File: config.mk
export PLATFORM = sky130hd
export DESIGN_NAME = m_cnt_down_mmss_flat
export DESIGN_NICKNAME = d
export VERILOG_FILES = /design/src/rtl/m_cnt_down_mmss_if.sv /design/src/rtl/m_cnt_down_mmss.sv /design/src/flat_wrapper.sv
export SDC_FILE = /design/constraint.sdc
export NUM_CORES = 1
export LEC_CHECK = 0
export CORE_MARGIN = 4
export CORE_UTILIZATION = 46
export DETAILED_ROUTE_END_ITERATION = 10
export GPL_ROUTABILITY_DRIVEN = 0
export PLACE_DENSITY = 0.86
export SETUP_SLACK_MARGIN = 0.3
export SLEW_MARGIN = 20
export SYNTH_ARGS = -nofsm -noshare
export SYNTH_HDL_FRONTEND = slang
export SYNTH_SLANG_ARGS = --single-unit
File: constraint.sdc
create_clock -name clk -period 1.7 [get_ports clk]
set_clock_uncertainty 0.1 [all_clocks]
set_input_delay 0.34 -clock clk [delete_from_list [all_inputs] [get_ports clk]]
set_output_delay 0.34 -clock clk [all_outputs]
set_load 0.01 [all_outputs]
File: src/rtl/m_cnt_down_mmss_if.sv
// rtl/m_cnt_down_mmss_if.sv - control, load and display bundle for the mm:ss countdown timer
interface m_cnt_down_mmss_if;
    logic       tick;
    logic       load;
    logic       start;
    logic       pause;
    logic [3:0] ld_min_high;
    logic [3:0] ld_min_low;
    logic [3:0] ld_sec_high;
    logic [3:0] ld_sec_low;
    logic [3:0] min_high;
    logic [3:0] min_low;
    logic [3:0] sec_high;
    logic [3:0] sec_low;
    logic       running;
    logic       expired;
    logic       done;

    modport master (
        output tick, load, start, pause,
        output ld_min_high, ld_min_low, ld_sec_high, ld_sec_low,
        input  min_high, min_low, sec_high, sec_low,
        input  running, expired, done
    );

    modport slave (
        input  tick, load, start, pause,
        input  ld_min_high, ld_min_low, ld_sec_high, ld_sec_low,
        output min_high, min_low, sec_high, sec_low,
        output running, expired, done
    );
endinterface

File: src/rtl/m_cnt_down_mmss.sv
// rtl/m_cnt_down_mmss.sv - BCD mm:ss countdown timer with expiry flag and optional auto reload
module m_cnt_down_mmss #(
    parameter int MIN_HIGH_MAX = 5,
    parameter bit AUTO_RELOAD  = 1'b0
) (
    input  logic               clk,
    input  logic               rst_n,
    m_cnt_down_mmss_if.slave   bus
);

    typedef enum logic [1:0] {
        ST_IDLE    = 2'd0,
        ST_RUN     = 2'd1,
        ST_PAUSED  = 2'd2,
        ST_EXPIRED = 2'd3
    } state_t;

    localparam logic [3:0] MH_MAX = 4'(MIN_HIGH_MAX);

    state_t     state_q, state_d;
    logic [3:0] mh_q, mh_d, ml_q, ml_d, sh_q, sh_d, sl_q, sl_d;
    logic [3:0] rl_mh_q, rl_mh_d, rl_ml_q, rl_ml_d, rl_sh_q, rl_sh_d, rl_sl_q, rl_sl_d;
    logic       done_q, done_d;
    logic       running_q, expired_q;

    logic [3:0] dec_mh, dec_ml, dec_sh, dec_sl;
    logic [3:0] clp_mh, clp_ml, clp_sh, clp_sl;
    logic       is_zero, is_one;

    function automatic logic [3:0] clamp(input logic [3:0] v, input logic [3:0] mx);
        return (v > mx) ? mx : v;
    endfunction

    assign clp_mh  = clamp(bus.ld_min_high, MH_MAX);
    assign clp_ml  = clamp(bus.ld_min_low,  4'd9);
    assign clp_sh  = clamp(bus.ld_sec_high, 4'd5);
    assign clp_sl  = clamp(bus.ld_sec_low,  4'd9);

    assign is_zero = ({mh_q, ml_q, sh_q, sl_q} == 16'h0000);
    assign is_one  = ({mh_q, ml_q, sh_q, sl_q} == 16'h0001);

    // One-second BCD decrement with borrow rippling from sec_low up to min_high
    always_comb begin
        dec_mh = mh_q;
        dec_ml = ml_q;
        dec_sh = sh_q;
        dec_sl = sl_q;
        if (sl_q != 4'd0) begin
            dec_sl = sl_q - 4'd1;
        end else begin
            dec_sl = 4'd9;
            if (sh_q != 4'd0) begin
                dec_sh = sh_q - 4'd1;
            end else begin
                dec_sh = 4'd5;
                if (ml_q != 4'd0) begin
                    dec_ml = ml_q - 4'd1;
                end else begin
                    dec_ml = 4'd9;
                    dec_mh = mh_q - 4'd1;
                end
            end
        end
    end

    // Next state and digits; load beats pause beats start beats tick
    always_comb begin
        state_d = state_q;
        mh_d    = mh_q;
        ml_d    = ml_q;
        sh_d    = sh_q;
        sl_d    = sl_q;
        rl_mh_d = rl_mh_q;
        rl_ml_d = rl_ml_q;
        rl_sh_d = rl_sh_q;
        rl_sl_d = rl_sl_q;
        done_d  = 1'b0;
        if (bus.load) begin
            mh_d    = clp_mh;
            ml_d    = clp_ml;
            sh_d    = clp_sh;
            sl_d    = clp_sl;
            rl_mh_d = clp_mh;
            rl_ml_d = clp_ml;
            rl_sh_d = clp_sh;
            rl_sl_d = clp_sl;
            state_d = ST_IDLE;
        end else begin
            case (state_q)
                ST_IDLE: begin
                    if (!bus.pause && bus.start && !is_zero) begin
                        state_d = ST_RUN;
                    end
                end
                ST_RUN: begin
                    if (bus.pause) begin
                        state_d = ST_PAUSED;
                    end else if (bus.tick) begin
                        if (is_zero) begin
                            // Only reachable with auto reload: 00:00 has been shown for one tick
                            mh_d = rl_mh_q;
                            ml_d = rl_ml_q;
                            sh_d = rl_sh_q;
                            sl_d = rl_sl_q;
                        end else begin
                            mh_d = dec_mh;
                            ml_d = dec_ml;
                            sh_d = dec_sh;
                            sl_d = dec_sl;
                            if (is_one) begin
                                done_d = 1'b1;
                                if (!AUTO_RELOAD) begin
                                    state_d = ST_EXPIRED;
                                end
                            end
                        end
                    end
                end
                ST_PAUSED: begin
                    if (!bus.pause && bus.start) begin
                        state_d = ST_RUN;
                    end
                end
                default: begin
                    state_d = ST_EXPIRED;
                end
            endcase
        end
    end

    // State, digit, reload and registered status outputs
    always_ff @(posedge clk or negedge rst_n) begin
        if (!rst_n) begin
            state_q   <= ST_IDLE;
            mh_q      <= 4'd0;
            ml_q      <= 4'd0;
            sh_q      <= 4'd0;
            sl_q      <= 4'd0;
            rl_mh_q   <= 4'd0;
            rl_ml_q   <= 4'd0;
            rl_sh_q   <= 4'd0;
            rl_sl_q   <= 4'd0;
            done_q    <= 1'b0;
            running_q <= 1'b0;
            expired_q <= 1'b0;
        end else begin
            state_q   <= state_d;
            mh_q      <= mh_d;
            ml_q      <= ml_d;
            sh_q      <= sh_d;
            sl_q      <= sl_d;
            rl_mh_q   <= rl_mh_d;
            rl_ml_q   <= rl_ml_d;
            rl_sh_q   <= rl_sh_d;
            rl_sl_q   <= rl_sl_d;
            done_q    <= done_d;
            running_q <= (state_d == ST_RUN);
            expired_q <= (state_d == ST_EXPIRED);
        end
    end

    assign bus.min_high = mh_q;
    assign bus.min_low  = ml_q;
    assign bus.sec_high = sh_q;
    assign bus.sec_low  = sl_q;
    assign bus.running  = running_q;
    assign bus.expired  = expired_q;
    assign bus.done     = done_q;

endmodule

File: src/flat_wrapper.sv
// flat-port wrapper written by rule: the top's interface ports become plain ports
module m_cnt_down_mmss_flat 
#(
    parameter int MIN_HIGH_MAX = 5,
    parameter bit AUTO_RELOAD  = 1'b0
)
  (clk, rst_n, bus_tick, bus_load, bus_start, bus_pause, bus_ld_min_high, bus_ld_min_low, bus_ld_sec_high, bus_ld_sec_low, bus_min_high, bus_min_low, bus_sec_high, bus_sec_low, bus_running, bus_expired, bus_done);
  m_cnt_down_mmss_if bus_i ();
  input  logic clk;
  input  logic rst_n;
  input wire logic [$bits(bus_i.tick)-1:0] bus_tick;
  input wire logic [$bits(bus_i.load)-1:0] bus_load;
  input wire logic [$bits(bus_i.start)-1:0] bus_start;
  input wire logic [$bits(bus_i.pause)-1:0] bus_pause;
  input wire logic [$bits(bus_i.ld_min_high)-1:0] bus_ld_min_high;
  input wire logic [$bits(bus_i.ld_min_low)-1:0] bus_ld_min_low;
  input wire logic [$bits(bus_i.ld_sec_high)-1:0] bus_ld_sec_high;
  input wire logic [$bits(bus_i.ld_sec_low)-1:0] bus_ld_sec_low;
  output wire logic [$bits(bus_i.min_high)-1:0] bus_min_high;
  output wire logic [$bits(bus_i.min_low)-1:0] bus_min_low;
  output wire logic [$bits(bus_i.sec_high)-1:0] bus_sec_high;
  output wire logic [$bits(bus_i.sec_low)-1:0] bus_sec_low;
  output wire logic [$bits(bus_i.running)-1:0] bus_running;
  output wire logic [$bits(bus_i.expired)-1:0] bus_expired;
  output wire logic [$bits(bus_i.done)-1:0] bus_done;
  assign bus_i.tick = bus_tick;
  assign bus_i.load = bus_load;
  assign bus_i.start = bus_start;
  assign bus_i.pause = bus_pause;
  assign bus_i.ld_min_high = bus_ld_min_high;
  assign bus_i.ld_min_low = bus_ld_min_low;
  assign bus_i.ld_sec_high = bus_ld_sec_high;
  assign bus_i.ld_sec_low = bus_ld_sec_low;
  assign bus_min_high = bus_i.min_high;
  assign bus_min_low = bus_i.min_low;
  assign bus_sec_high = bus_i.sec_high;
  assign bus_sec_low = bus_i.sec_low;
  assign bus_running = bus_i.running;
  assign bus_expired = bus_i.expired;
  assign bus_done = bus_i.done;
  m_cnt_down_mmss #(.MIN_HIGH_MAX(MIN_HIGH_MAX), .AUTO_RELOAD(AUTO_RELOAD)) u_core (.clk(clk), .rst_n(rst_n), .bus(bus_i));
endmodule
### After elaboration in Yosys (flattened, before gate mapping)

Cells that the tools add are included.

* register bits: 37
* output and inout bits: 19
* input bits: 22
* bits in read-only memories: 0
* latch bits: 0
* memory bits (writable): 0
* memories kept: 0
* logic and storage cells: 91

* muxes and demuxes: 47
* add/sub/neg operators: 4
* multiply operators: 0
* bitwise gates (word level): 0
* div/mod/pow operators: 0
* order comparisons: 4
* reductions and logical operators: 15
* equality and inequality tests: 9
* shifts and indexed selects: 0

Operators by type and width (count)
* 2-to-1 mux 4 bit: 33
* equality test 16 x 1 -> 1 bit (second input constant): 1
* zero test 16 bit: 1
* subtractor 4 x 1 -> 4 bit (second input constant): 4
* 2-to-1 mux 2 bit: 7
* nonzero test 4 bit: 3
* != test 3 x 2 -> 1 bit (second input constant): 3
* > comparator 4 x 3 -> 1 bit (second input constant): 2
* > comparator 4 bit (second input constant): 2
* 2-to-1 mux 1 bit: 6
* one-hot mux 2 bit (3 select lines): 1
* AND reduction 6 bit: 1
* AND reduction 5 bit: 1
* equality test 2 x 1 -> 1 bit (second input constant): 2
* equality test 2 bit (second input constant): 2
* AND reduction 4 bit: 1
* nonzero test 2 bit: 2
* AND reduction 3 bit: 1
* logical AND 1 bit: 2
* zero test 1 bit: 2
* zero test 2 bit: 1
* != test 2 bit (second input constant): 1

### Logic depth before layout (Yosys ltp)

Gate-level depths: netlist of run 1.

* depth in word-level cells: 9
* depth in mapped cells: 7
* depth with buffers taken out: 7

### Least setup slack after synthesis of run 1

OpenSTA, ideal clock, no wires.

* path type: register to register
* start: register u_core.mh_q[0], in the netlist u_core.bus.min_high[0]
* end: register u_core.ml_q[1], in the netlist u_core.bus.min_low[1]
* required time: 1474 ps
* slack: -198 ps
* path buffers: 0
* clock period less this slack: 1898 ps
* cell stages (with the launch flop): 8
* arrival time: 1672 ps
* setup time: 126 ps
* path through: dfrtp_1 -> inv_1 -> ha_1 -> nor3b_2 -> nand3_2 -> nor2_8 -> a221o_1 -> a221o_1

* longest elaborated chain between the ends: 6
* elaborated cells between the ends (all ways): 9
* those cells by class: eq/ne: 2; mux: 5; reduce/logical: 2

Ends and longest elaborated chain
* from (decl): RTL line m_cnt_down_mmss.sv:21 `logic [3:0] mh_q, mh_d, ml_q, ml_d, sh_q, sh_d, sl_q, sl_d;`
* from (signal assigned): RTL line m_cnt_down_mmss.sv:148 `mh_q <= mh_d;`
* zero test 16 bit (*): RTL line m_cnt_down_mmss.sv:39 `assign is_zero = ({mh_q, ml_q, sh_q, sl_q} == 16'h0000);`
* 2-to-1 mux 4 bit: RTL line m_cnt_down_mmss.sv:99 `if (is_zero) begin`
* 2-to-1 mux 4 bit: RTL line m_cnt_down_mmss.sv:98 `end else if (bus.tick) begin`
* 2-to-1 mux 4 bit: RTL line m_cnt_down_mmss.sv:96 `if (bus.pause) begin`
* 2-to-1 mux 4 bit: RTL line m_cnt_down_mmss.sv:89 `case (state_q)`
* 2-to-1 mux 4 bit: RTL line m_cnt_down_mmss.sv:78 `if (bus.load) begin`
* to (signal assigned): RTL line m_cnt_down_mmss.sv:149 `ml_q <= ml_d;`
* to (decl): RTL line m_cnt_down_mmss.sv:21

Every way passes the cells marked *; elsewhere a longest branch is shown, timed or not. The select of a mux whose other input is x is not followed.
A chain may end at the register's enable or synchronous reset.

### Worst setup path in the final report of run 1

* start: register u_core.mh_q[0], in the netlist u_core.bus.min_high[0]
* end: register u_core.state_q[0]

* longest elaborated chain between the ends: 7
* elaborated cells between the ends (all ways): 11
* those cells by class: eq/ne: 1; mux: 7; reduce/logical: 3

Ends and longest elaborated chain
* equality test 16 x 1 -> 1 bit: RTL line m_cnt_down_mmss.sv:40 `assign is_one = ({mh_q, ml_q, sh_q, sl_q} == 16'h0001);`
* 2-to-1 mux 2 bit: RTL line m_cnt_down_mmss.sv:110 `if (is_one) begin`
* 2-to-1 mux 2 bit: RTL line m_cnt_down_mmss.sv:99
* 2-to-1 mux 2 bit: RTL line m_cnt_down_mmss.sv:98
* 2-to-1 mux 2 bit: RTL line m_cnt_down_mmss.sv:96
* one-hot mux 2 bit (3 select lines) (*): RTL line m_cnt_down_mmss.sv:89
* 2-to-1 mux 2 bit (*): RTL line m_cnt_down_mmss.sv:78
* via u_core.state_d[0]: RTL line m_cnt_down_mmss.sv:20 `state_t state_q, state_d;`
* to (signal assigned): RTL line m_cnt_down_mmss.sv:147 `state_q <= state_d;`
* to (decl): RTL line m_cnt_down_mmss.sv:20

The timed path passes the listed nets; every way through them passes the cells marked *.

==> impl_results.md, run 1 <==
* Status: finished with violations
* Failing checks: negative setup slack
* Async set-reset flop share out of synthesis at 1.000
* Period utilization at 1.080
* Critical Path End: u_core.state_q[0]$_DFF_PN0_
* Setup CP Type: reg2reg
* Buffers on Ports at 40
* Non-filler cells, final at between 300 and 400
* Synth Register Bits at 37
* WP data required at 1.79 ns
* Io pins at 41
* Netlist cell types at 54
* Worst Tran Pin Value at 0.3978 ns
* Syn Area/Cell at between 9 and 10 um^2
* Reg2reg setup slack at -0.14 ns
* CP Capture Type: flop
* Setup Slack @ Placement at -0.4052 ns
* Area share of the largest cell type after synthesis at 0.4698
* Most common cell in the synthesized netlist: dfrtp_1
* Initial antenna violation count at 0
* Largest cells by area after synthesis: dfrtp_1 (47%), nor2_1 (5.0%), o21ai_0 (3.8%), nand2_1 (3.4%), a21oi_1 (2.5%)
* Cell area after synthesis at approximately 0.002 mm^2
* Worst setup margin at -0.1359 ns
* Cts hold-fix bufs at 0
* Slew Limit Fails at 0
* Synthesized Nets at 229
* Largest net degree at the start of global routing at 38
* Top cell type by total area after synthesis: dfrtp_1
* Vias in the first global route at 2236
* TritonCTS Buffers at 5
* Startpoint Class: flop
* PD cells at approximately 700 mW/mm^2
* H-tree levels at 2
* Finish-stage setup viols at 17
* Vias at 2198
* Seq/Total Area, Yosys at 0.4698
* Fmax at 544.7 MHz
* Layout Utilization at 0.8310
* Overall global routing resource usage at 0.2677
* R2R Path End: u_core.state_q[0]$_DFF_PN0_
* Crit Path Max Fanout at 3
* Die Y at 73.45 um
* Syn. warnings at 0
* Max_slew headroom at 0.7324
* Core area at 0.004058 mm^2
* Fin crit period at 1.836 ns
* WL final at 7165 um
* RSZ-0062 raised after global routing: true
* DRC Markers at 0
* Clock sinks at 37
* Leak Pwr at roughly 1.5 nW
* Layout cells sized above 1 at 0.4465
* Clock root cell: clkbuf_8
* Drt wl/cell at 19.47 um
* Worst VDD drop at 0.0007437 V
* Nets@finish at roughly 340
* TritonRoute pass-1 iters at 4
* R2r startpoint: u_core.bus.min_high[0]$_DFFE_PN0P_
* First-pass GRT wire length at around 11000 um
* Clock Latency Late Sink at 0.30 ns
* Ys flop type: dfrtp_1
* Die Area at 0.005395 mm^2
* Gate Count Post-Synth at 205
* Core Rows at 23
* Routed Antenna Nets at 0
* Area growth, synth to finish at 71.11%
* GRT overflow at 0
* Power, Total at 2.376 mW
* Cells after DPL at 336
* CTS max path bufs at 2
* DRT iter0 DRCs at around 140
* Horiz. Die Dim at 73.45 um
* Maxcap violations at 0
* Worst Reg-to-Reg Cells at 8
* Clock transition at path regs at 0.08 ns
* Worst setup path start: u_core.bus.min_high[0]$_DFFE_PN0P_
* Worst hold-check path type: in2async
* Data arrival, critical path at 1.93 ns
* Final Hold Viols at 0
* Number of antenna diodes at 0
* DP Wirelength at 3994 um
* CTS tree: yes
* DR vias/cell at 5.973
* Post-synth EDFFs at 0
* Synth top cells by count: dfrtp_1 (37), nor2_1 (26), nand2_1 (18)
* Initial core utilization at 0.4857
==> report_power, final <==
group          internal (mW)  total [mW]  switching, mW
clock                  0.331       0.657          0.326
sequential             0.946        1.00         0.0567
combinational          0.379       0.716          0.337
==> layout by cell type (no fill, tap or decap), types with 3 or more instances in the layout <==
master           Yosys  final
a21o_1               4      4
a21oi_1             10      7
a21oi_2              0      3
a221o_1              3      3
a221oi_2             0      3
a31oi_1              5      5
and3_4               1      3
buf_4                0     44
buf_6                0     40
clkbuf_8             0      6
clkdlybuf4s15_1      0      3
clkdlybuf4s50_1      0     18
dfrtp_1             37     34
dfrtp_2              0      3
inv_1               10      8
nand2_1             18     16
nand3_1              5      3
nor2_1              26     23
nor2_2               1      3
nor2b_1              6      5
nor3_1               6      5
o21a_1               3      3
o21ai_0             15     10
o21ai_2              1      4
==> cell type report <==
cell class / instances / area, um^2
inverter: 11 / 46.29
timing repair buffer: 110 / 1061
tap: 50 / 62.56
multi-input combinational: 152 / 1182
clock buffer: 8 / 90.09
fill: 215 / 685.7
sequential: 37 / 929.6
==> critical path: stages, from the launching register on <==
cell and delay, ns:
dfrtp_2 0.42, inv_2 0.08, ha_4 0.12, nor3b_4 0.27, nand3_4 0.16, buf_4 0.18, nor3_4 0.13, nor2_1 0.08
o21a_1 0.19
==> how the worst min path moves through the flow <==
stage	endpoint	slack, ns
after global placement	u_core.rl_ml_q[1]$_DFFE_PN0P_	0.37
after detailed placement	u_core.rl_ml_q[1]$_DFFE_PN0P_	0.38
after global routing	u_core.bus.min_high[3]$_DFFE_PN0P_	0.33
after floorplan	u_core.bus.done$_DFF_PN0_	-0.06
after CTS	u_core.bus.expired$_DFF_PN0_	0.31
final	u_core.bus.expired$_DFF_PN0_	0.31
==> per-layer routing <==
metal  GRT usage  part of all wire  vias up
met5           0                 0        -
met4      0.1489             0.041        0
met3     0.06840             0.058       28
met2      0.4665              0.52       97
met1      0.2930              0.38     1085
li1            -                 -      988
==> logic make-up after synthesis <==
kind of cell / synth area share
AND/OR/NAND/NOR: 0.2470
AO/OA/AOI/OAI: 0.2229
flip-flops: 0.4698
buffers and inverters: 0.03301
XOR/XNOR: 0.008891
adder cells (fa/ha/maj): 0.01270
multiplexers: 0.005714
==> repair_timing <==
item,4_1_cts,5_1_grt
pin swaps,25,10
gates cloned,1,0
buffers inserted,19,4
gates resized for setup,122,26
setup endpoints to repair,48,51
==> metrics by stage <==
step	area (um^2)	hold WS (ns)	TNS (ns)
4_1_cts	3227	0.3132	-0.3917
3_5_place_dp	2828	0.3803	-6.852
6_report	3372	0.3099	-1.093
2_1_floorplan	2011	-0.05559	-0.3246
5_1_grt	3372	0.3319	-2.663
3_3_place_gp	2828	0.3653	-5.457
==> sequential cells by signal, indices dropped and copies added (netlist names) <==
signal	cells
u_core.bus.sec_low	4
u_core.rl_mh_q	4
u_core.bus.sec_high	4
u_core.bus.min_high	4
u_core.rl_ml_q	4
u_core.rl_sl_q	4
u_core.bus.done	1
u_core.bus.running	1
u_core.bus.expired	1
u_core.bus.min_low	4
u_core.rl_sh_q	4
u_core.state_q	2
No activity file was read; power rests on OpenSTA's default activity.
==> run 2, diff against run 1 <==
Settings changed: CORE_MARGIN 4 to unset, SKIP_CTS_REPAIR_TIMING set to 1.
==> run 2 against run 1 <==
Against the previous run:
- non-clock buffer count decreased by 15
- sequential share of layout area increased by 1.7 points
- first-iteration DRC count increased by 9.1%
- critical path depth decreased by 1
- design area decreased by 5.9%
- core utilization decreased by 4.9 points
- largest power group unchanged
- the run still ends with negative setup slack left
- flip-flop and latch count unchanged
==> impl_results.md, run 2 (synthesized netlist as in run 1, its figures left out) <==
* Horiz. Die Dim at 67.45 um (-8.2%)
* CP Capture Type: flop
* H-tree levels at 2 (unchanged)
* Critical Path End: u_core.bus.min_high[0]$_DFFE_PN0P_
* Io pins at 41 (unchanged)
* Worst Reg-to-Reg Cells at 7 (-1)
* Worst setup path start: u_core.bus.min_high[0]$_DFFE_PN0P_
* Clock Latency Late Sink at 0.29 ns (about the same)
* Routed Antenna Nets at 0 (unchanged)
* Nets@finish at 326 (-4.4%)
* Design area at 0.003174 mm^2 (-5.9%)
* Largest net degree at the start of global routing at 38 (unchanged)
* R2R Path End: u_core.bus.min_high[0]$_DFFE_PN0P_
* CP cell instances: inv_2, ha_4, nor3b_4, nand3_4, nor2_8, a21oi_1, o31ai_1
* Initial core utilization at 0.4857 (unchanged)
* Power, Total at 2.259 mW (-4.9%)
* PD cells at 711.8 mW/mm^2 (+1.0%)
* Die Y at 67.45 um (-8.2%)
* Drt wl/cell at 18.47 um (-5.1%)
* Clock sinks at 37 (unchanged)
* DRC Markers at 0 (unchanged)
* Fill count at 240 (+12%)
* GRT overflow at 0 (unchanged)
* Worst setup margin at -0.1825 ns (-0.04665 ns)
* Failing checks: negative setup slack
* Clock transition at path regs at 0.08 ns (about the same)
* Fmax at 531.2 MHz (-2.5%)
* WL final at 6521 um (-9.0%)
* Startpoint Class: flop
* Initial antenna violation count at 0 (unchanged)
* Core Rows at 23 (unchanged)
* Layout Utilization at 0.7823 (-0.04872)
* Overall global routing resource usage at 0.2275 (-0.04014)
* Period utilization at 1.107 (+0.02744)
* Finish-stage setup viols at 16 (-1)
* CP max stage cell: dfrtp_2
* Crit Path Max Fanout at 5 (+2)
* Setup CP Type: reg2reg
* Final Hold Viols at 0 (unchanged)
* DP Wirelength at 3663 um (-8.3%)
* CTS max path bufs at 2 (unchanged)
* WP data required at 1.77 ns (-0.02 ns)
* Data arrival, critical path at 1.95 ns (+0.02 ns)
* Area growth, synth to finish at 61.08%
* Reg2reg setup slack at -0.18 ns (-0.05 ns)
* Leak Pwr at 1.471 nW (-2.5%)
* Worst VDD drop at 0.0005562 V (-25%)
* Worst hold-check path type: in2async
* Slew Limit Fails at 0 (unchanged)
* TritonCTS Buffers at 5 (unchanged)
* Maxcap violations at 0 (unchanged)
* Layout cells sized above 1 at 0.3894 (-0.05710)
* Highest-count cells in the layout ignoring fill and taps: buf_4 (39), dfrtp_1 (34), buf_6 (26)
* Setup Slack @ Placement at -0.4343 ns (-0.02919 ns)
* RSZ-0062 raised after global routing: true
* TritonRoute pass-1 iters at 4 (unchanged)
* Die Area at 0.004550 mm^2 (-16%)
* DRT iter0 DRCs at 156 (+9.1%)
* R2r startpoint: u_core.bus.min_high[0]$_DFFE_PN0P_
* Vias in the first global route at 1746 (-22%)
* Number of antenna diodes at 0 (unchanged)
* CTS tree: yes
* Vias at 2091 (-4.9%)
* CP max stage delay at 0.43 ns (about the same)
* DR vias/cell at 5.924 (-0.83%)
* Commonest non-fill, non-tap cell in the layout: buf_4
* Placed inst area at 0.002805 mm^2 (-0.80%)
* Status: finished with violations
* Buffers on Ports at 40 (unchanged)
* Max_slew headroom at 0.7720 (+0.03962)
* Core area at 0.004058 mm^2 (unchanged)
* Clock root cell: clkbuf_8
* Worst Tran Pin Value at 0.3367 ns (-0.06108 ns)
* Fin crit period at 1.883 ns (+0.04665 ns)
* First-pass GRT wire length at 7659 um (-29%)
-- run 2: area by class of cell --
class / instances / area (um^2) / area share
Timing Repair Buffer: 95 / 900.9 / 0.2838
Tap cell: 50 / 62.56 / 0.01971
Clock buffer: 7 / 76.32 / 0.02404
Clock inverter: 1 / 5.005 / 0.001577
Multi-Input combinational cell: 152 / 1159 / 0.3650
Inverter: 11 / 41.29 / 0.01301
Sequential cell: 37 / 929.6 / 0.2929
-- run 2: power by group --
group	internal [mW]	leakage (nW)	switching, mW	total [mW]
Combinational	0.342	0.973	0.315	0.657
Sequential	0.946	0.456	0.0535	1.00
Clock	0.288	0.0422	0.315	0.602
Total	1.58	1.47	0.683	2.26
-- run 2: critical path: cells and delay by family, from the launching register on --
kind / cells / cell delay, ns
AOI/OAI and AO/OA: 2 / 0.39
adders and majority gates: 1 / 0.12
buffers and inverters: 1 / 0.08
DFF: 1 / 0.43
and+or+nand+nor: 3 / 0.63
-- run 2: how the worst min path moves through the flow --
stage	cells after the start	slack (ns)	endpoint	from
floorplan	0	-0.06	u_core.bus.done$_DFF_PN0_	rst_n
global placement	1	0.37	u_core.rl_ml_q[1]$_DFFE_PN0P_	u_core.rl_ml_q[1]$_DFFE_PN0P_
detailed placement	1	0.38	u_core.rl_sl_q[2]$_DFFE_PN0P_	u_core.rl_sl_q[2]$_DFFE_PN0P_
CTS	2	0.33	u_core.rl_mh_q[0]$_DFFE_PN0P_	rst_n
global route	2	0.32	u_core.rl_mh_q[0]$_DFFE_PN0P_	rst_n
finish	2	0.31	u_core.bus.expired$_DFF_PN0_	rst_n
-- run 2: metrics by stage --
| step | instances | TNS, ns | hold WS (ns) |
|---|---|---|---|
| finish | 353 | -1.626 | 0.3137 |
| global route | 353 | -3.089 | 0.3225 |
| CTS | 341 | -2.466 | 0.3254 |
| detailed placement | 333 | -5.644 | 0.3820 |
| global placement | 333 | -5.146 | 0.3650 |
| floorplan | 205 | -0.3246 | -0.05559 |
-- run 2: routing by layer --
layer / routed length [um] / track usage / up-vias
li1: - / - / 952
met1: 2515 / 0.2794 / 1021
met2: 3441 / 0.3800 / 90
met3: 310 / 0.06419 / 28
met4: 253 / 0.07979 / 0
met5: 0 / 0 / -
==> run 3, diff against run 2 <==
Settings changed: CAP_MARGIN set to 30, SLEW_MARGIN 20 to unset.
Clock period 1.7 ns to 1.5 ns, I/O delays scaled along.
==> run 3 against run 2 <==
Against the previous run:
- the run still ends with negative setup slack left
- flip-flop and latch count is the same
- highest routed layer unchanged
- setup slack got worse by 0.22 ns
- fmax shrank 1.1%
- total power up 17%
- critical path type unchanged
- largest power group unchanged
- die area stayed put
- sequential power is 13% higher
- wire length rose by 2.1%
- global-route usage rose by 2.8 points
==> impl_results.md, run 3 (synthesized netlist as in run 1, its figures left out) <==
* Status: finished with violations
* Failing checks: negative setup slack
* First-pass GRT wire length at 8535 um (+11%)
* Initial core utilization at 0.4857 (unchanged)
* WP data required at 1.59 ns (-0.18 ns)
* DP Wirelength at 3901 um (+6.5%)
* Power, Total at 2.648 mW (+17%)
* Max_slew headroom at 0.7628 (-0.009234)
* WL final at 6658 um (+2.1%)
* Startpoint Class: flop
* Buffers on Ports at 40 (unchanged)
* DR vias/cell at 5.841 (-1.4%)
* R2r startpoint: u_core.bus.sec_high[0]$_DFFE_PN0P_
* Slew Limit Fails at 0 (unchanged)
* Highest-count cells in the layout ignoring fill and taps: buf_4 (51), dfrtp_1 (34), buf_6 (30)
* Reg2reg setup slack at -0.40 ns (-0.22 ns)
* Clock Latency Late Sink at 0.29 ns (about the same)
* Area growth, synth to finish at 67.17%
* Number of antenna diodes at 0 (unchanged)
* Nets@finish at 338 (+3.7%)
* Period utilization at 1.268 (+0.1610)
* Core area at 0.004058 mm^2 (unchanged)
* Clock transition at path regs at 0.07 ns (about the same)
* Vias at 2132 (+2.0%)
* Drt wl/cell at 18.24 um (-1.3%)
* RSZ-0062 raised after global routing: true
* Final Hold Viols at 0 (unchanged)
* Vias in the first global route at 1822 (+4.4%)
* Leak Pwr at 1.489 nW (+1.2%)
* Fin crit period at 1.903 ns (+0.02007 ns)
* Worst Tran Pin Value at 0.3558 ns (+0.01917 ns)
* Worst setup margin at -0.4026 ns (-0.2201 ns)
* Worst VDD drop at 0.0007260 V (+31%)
* Overall global routing resource usage at 0.2556 (+0.02803)
* CTS max path bufs at 2 (unchanged)
* Die Area at 0.004550 mm^2 (unchanged)
* Layout cells sized above 1 at 0.4381 (+0.04866)
* Clock sinks at 37 (unchanged)
* Routed Antenna Nets at 0 (unchanged)
* R2R Path End: u_core.bus.min_low[2]$_DFFE_PN0P_
* PD cells at 803.9 mW/mm^2 (+13%)
* CTS tree: yes
* TritonRoute pass-1 iters at 4 (unchanged)
* CP Capture Type: flop
* Setup CP Type: reg2reg
* Worst hold-check path type: in2async
* GRT overflow at 0 (unchanged)
* Initial antenna violation count at 0 (unchanged)
* H-tree levels at 2 (unchanged)
* TritonCTS Buffers at 5 (unchanged)
* Commonest non-fill, non-tap cell in the layout: buf_4
* DRT iter0 DRCs at 117 (-25%)
* Final setup TNS at -6.258 ns (-4.632 ns)
* Largest net degree at the start of global routing at 38 (unchanged)
* DRC Markers at 0 (unchanged)
* Maxcap violations at 0 (unchanged)
* Io pins at 41 (unchanged)
* Die Y at 67.45 um (unchanged)
* Fmax at 525.6 MHz (-1.1%)
* Finish-stage setup viols at 21 (+5)
* Horiz. Die Dim at 67.45 um (unchanged)
* Worst Hold Slack at 0.2763 ns (-0.03734 ns)
* Clock root cell: clkbuf_8
* Layout Utilization at 0.8119 (+0.02960)
* Crit Path Max Fanout at 5 (unchanged)
* Worst Reg-to-Reg Cells at 5 (-2)
* Core Rows at 23 (unchanged)
* Data arrival, critical path at 1.99 ns (+0.04 ns)
## run 3: changes by cell type in the layout (fill, tap and decap cells not counted), sizes merged
cell	before	now
buf	70	85
clkbuf	8	10
clkdlybuf4s50	18	16
dlymetal6s2s	6	4
clkinv	1	0
## run 3: how the worst max path moves through the flow
stage                                  startpoint                            endpoint  slack, ns
2_1_floorplan  u_core.bus.min_high[1]$_DFFE_PN0P_   u_core.bus.min_low[1]$_DFFE_PN0P_      -0.27
3_3_place_gp                            bus_pause   u_core.bus.min_low[1]$_DFFE_PN0P_      -0.55
3_5_place_dp                            bus_pause  u_core.bus.sec_high[3]$_DFFE_PN0P_      -0.63
4_1_cts        u_core.bus.min_high[0]$_DFFE_PN0P_  u_core.bus.sec_high[2]$_DFFE_PN0P_      -0.36
5_1_grt        u_core.bus.min_high[0]$_DFFE_PN0P_   u_core.bus.min_low[2]$_DFFE_PN0P_      -0.48
6_report       u_core.bus.sec_high[0]$_DFFE_PN0P_   u_core.bus.min_low[2]$_DFFE_PN0P_      -0.40
## run 3: worst max-delay path, cell delays in order, from the launching register on
cell and delay [ns]:
dfrtp_2 0.43, nor4_4 0.39, nand3_4 0.24, nor2_8 0.23
a221oi_1 0.12, o311ai_2 0.27
## run 3: per-layer routing
metal / GRT usage / wire (um) / up-vias
li1: - / - / 974
met1: 0.3177 / 2678 / 1069
met2: 0.4313 / 3482 / 73
met3: 0.05574 / 316 / 16
met4: 0.09574 / 180 / 0
met5: 0 / 0 / -
## run 3: per-stage QoR
stage	setup WS, ns	area, um^2	instances
6_report	-0.4026	3294	365
4_1_cts	-0.3570	2952	350
3_3_place_gp	-0.5544	2861	342
2_1_floorplan	-0.2676	2017	205
3_5_place_dp	-0.6255	2861	342
5_1_grt	-0.4796	3294	365
## run 3: report_power, final
part / internal, mW / switching, mW
Sequential: 1.07 / 0.0621
Clock: 0.375 / 0.350
Combinational: 0.421 / 0.368
## run 3: final cells by class
cell class	count	area, um^2
Fill cell	226	763.2
Sequential cell	37	929.6
Inverter	11	43.79
Multi-Input combinational cell	152	1192
Timing Repair Buffer	107	975.9
Clock buffer	8	90.09
Tap cell	50	62.56
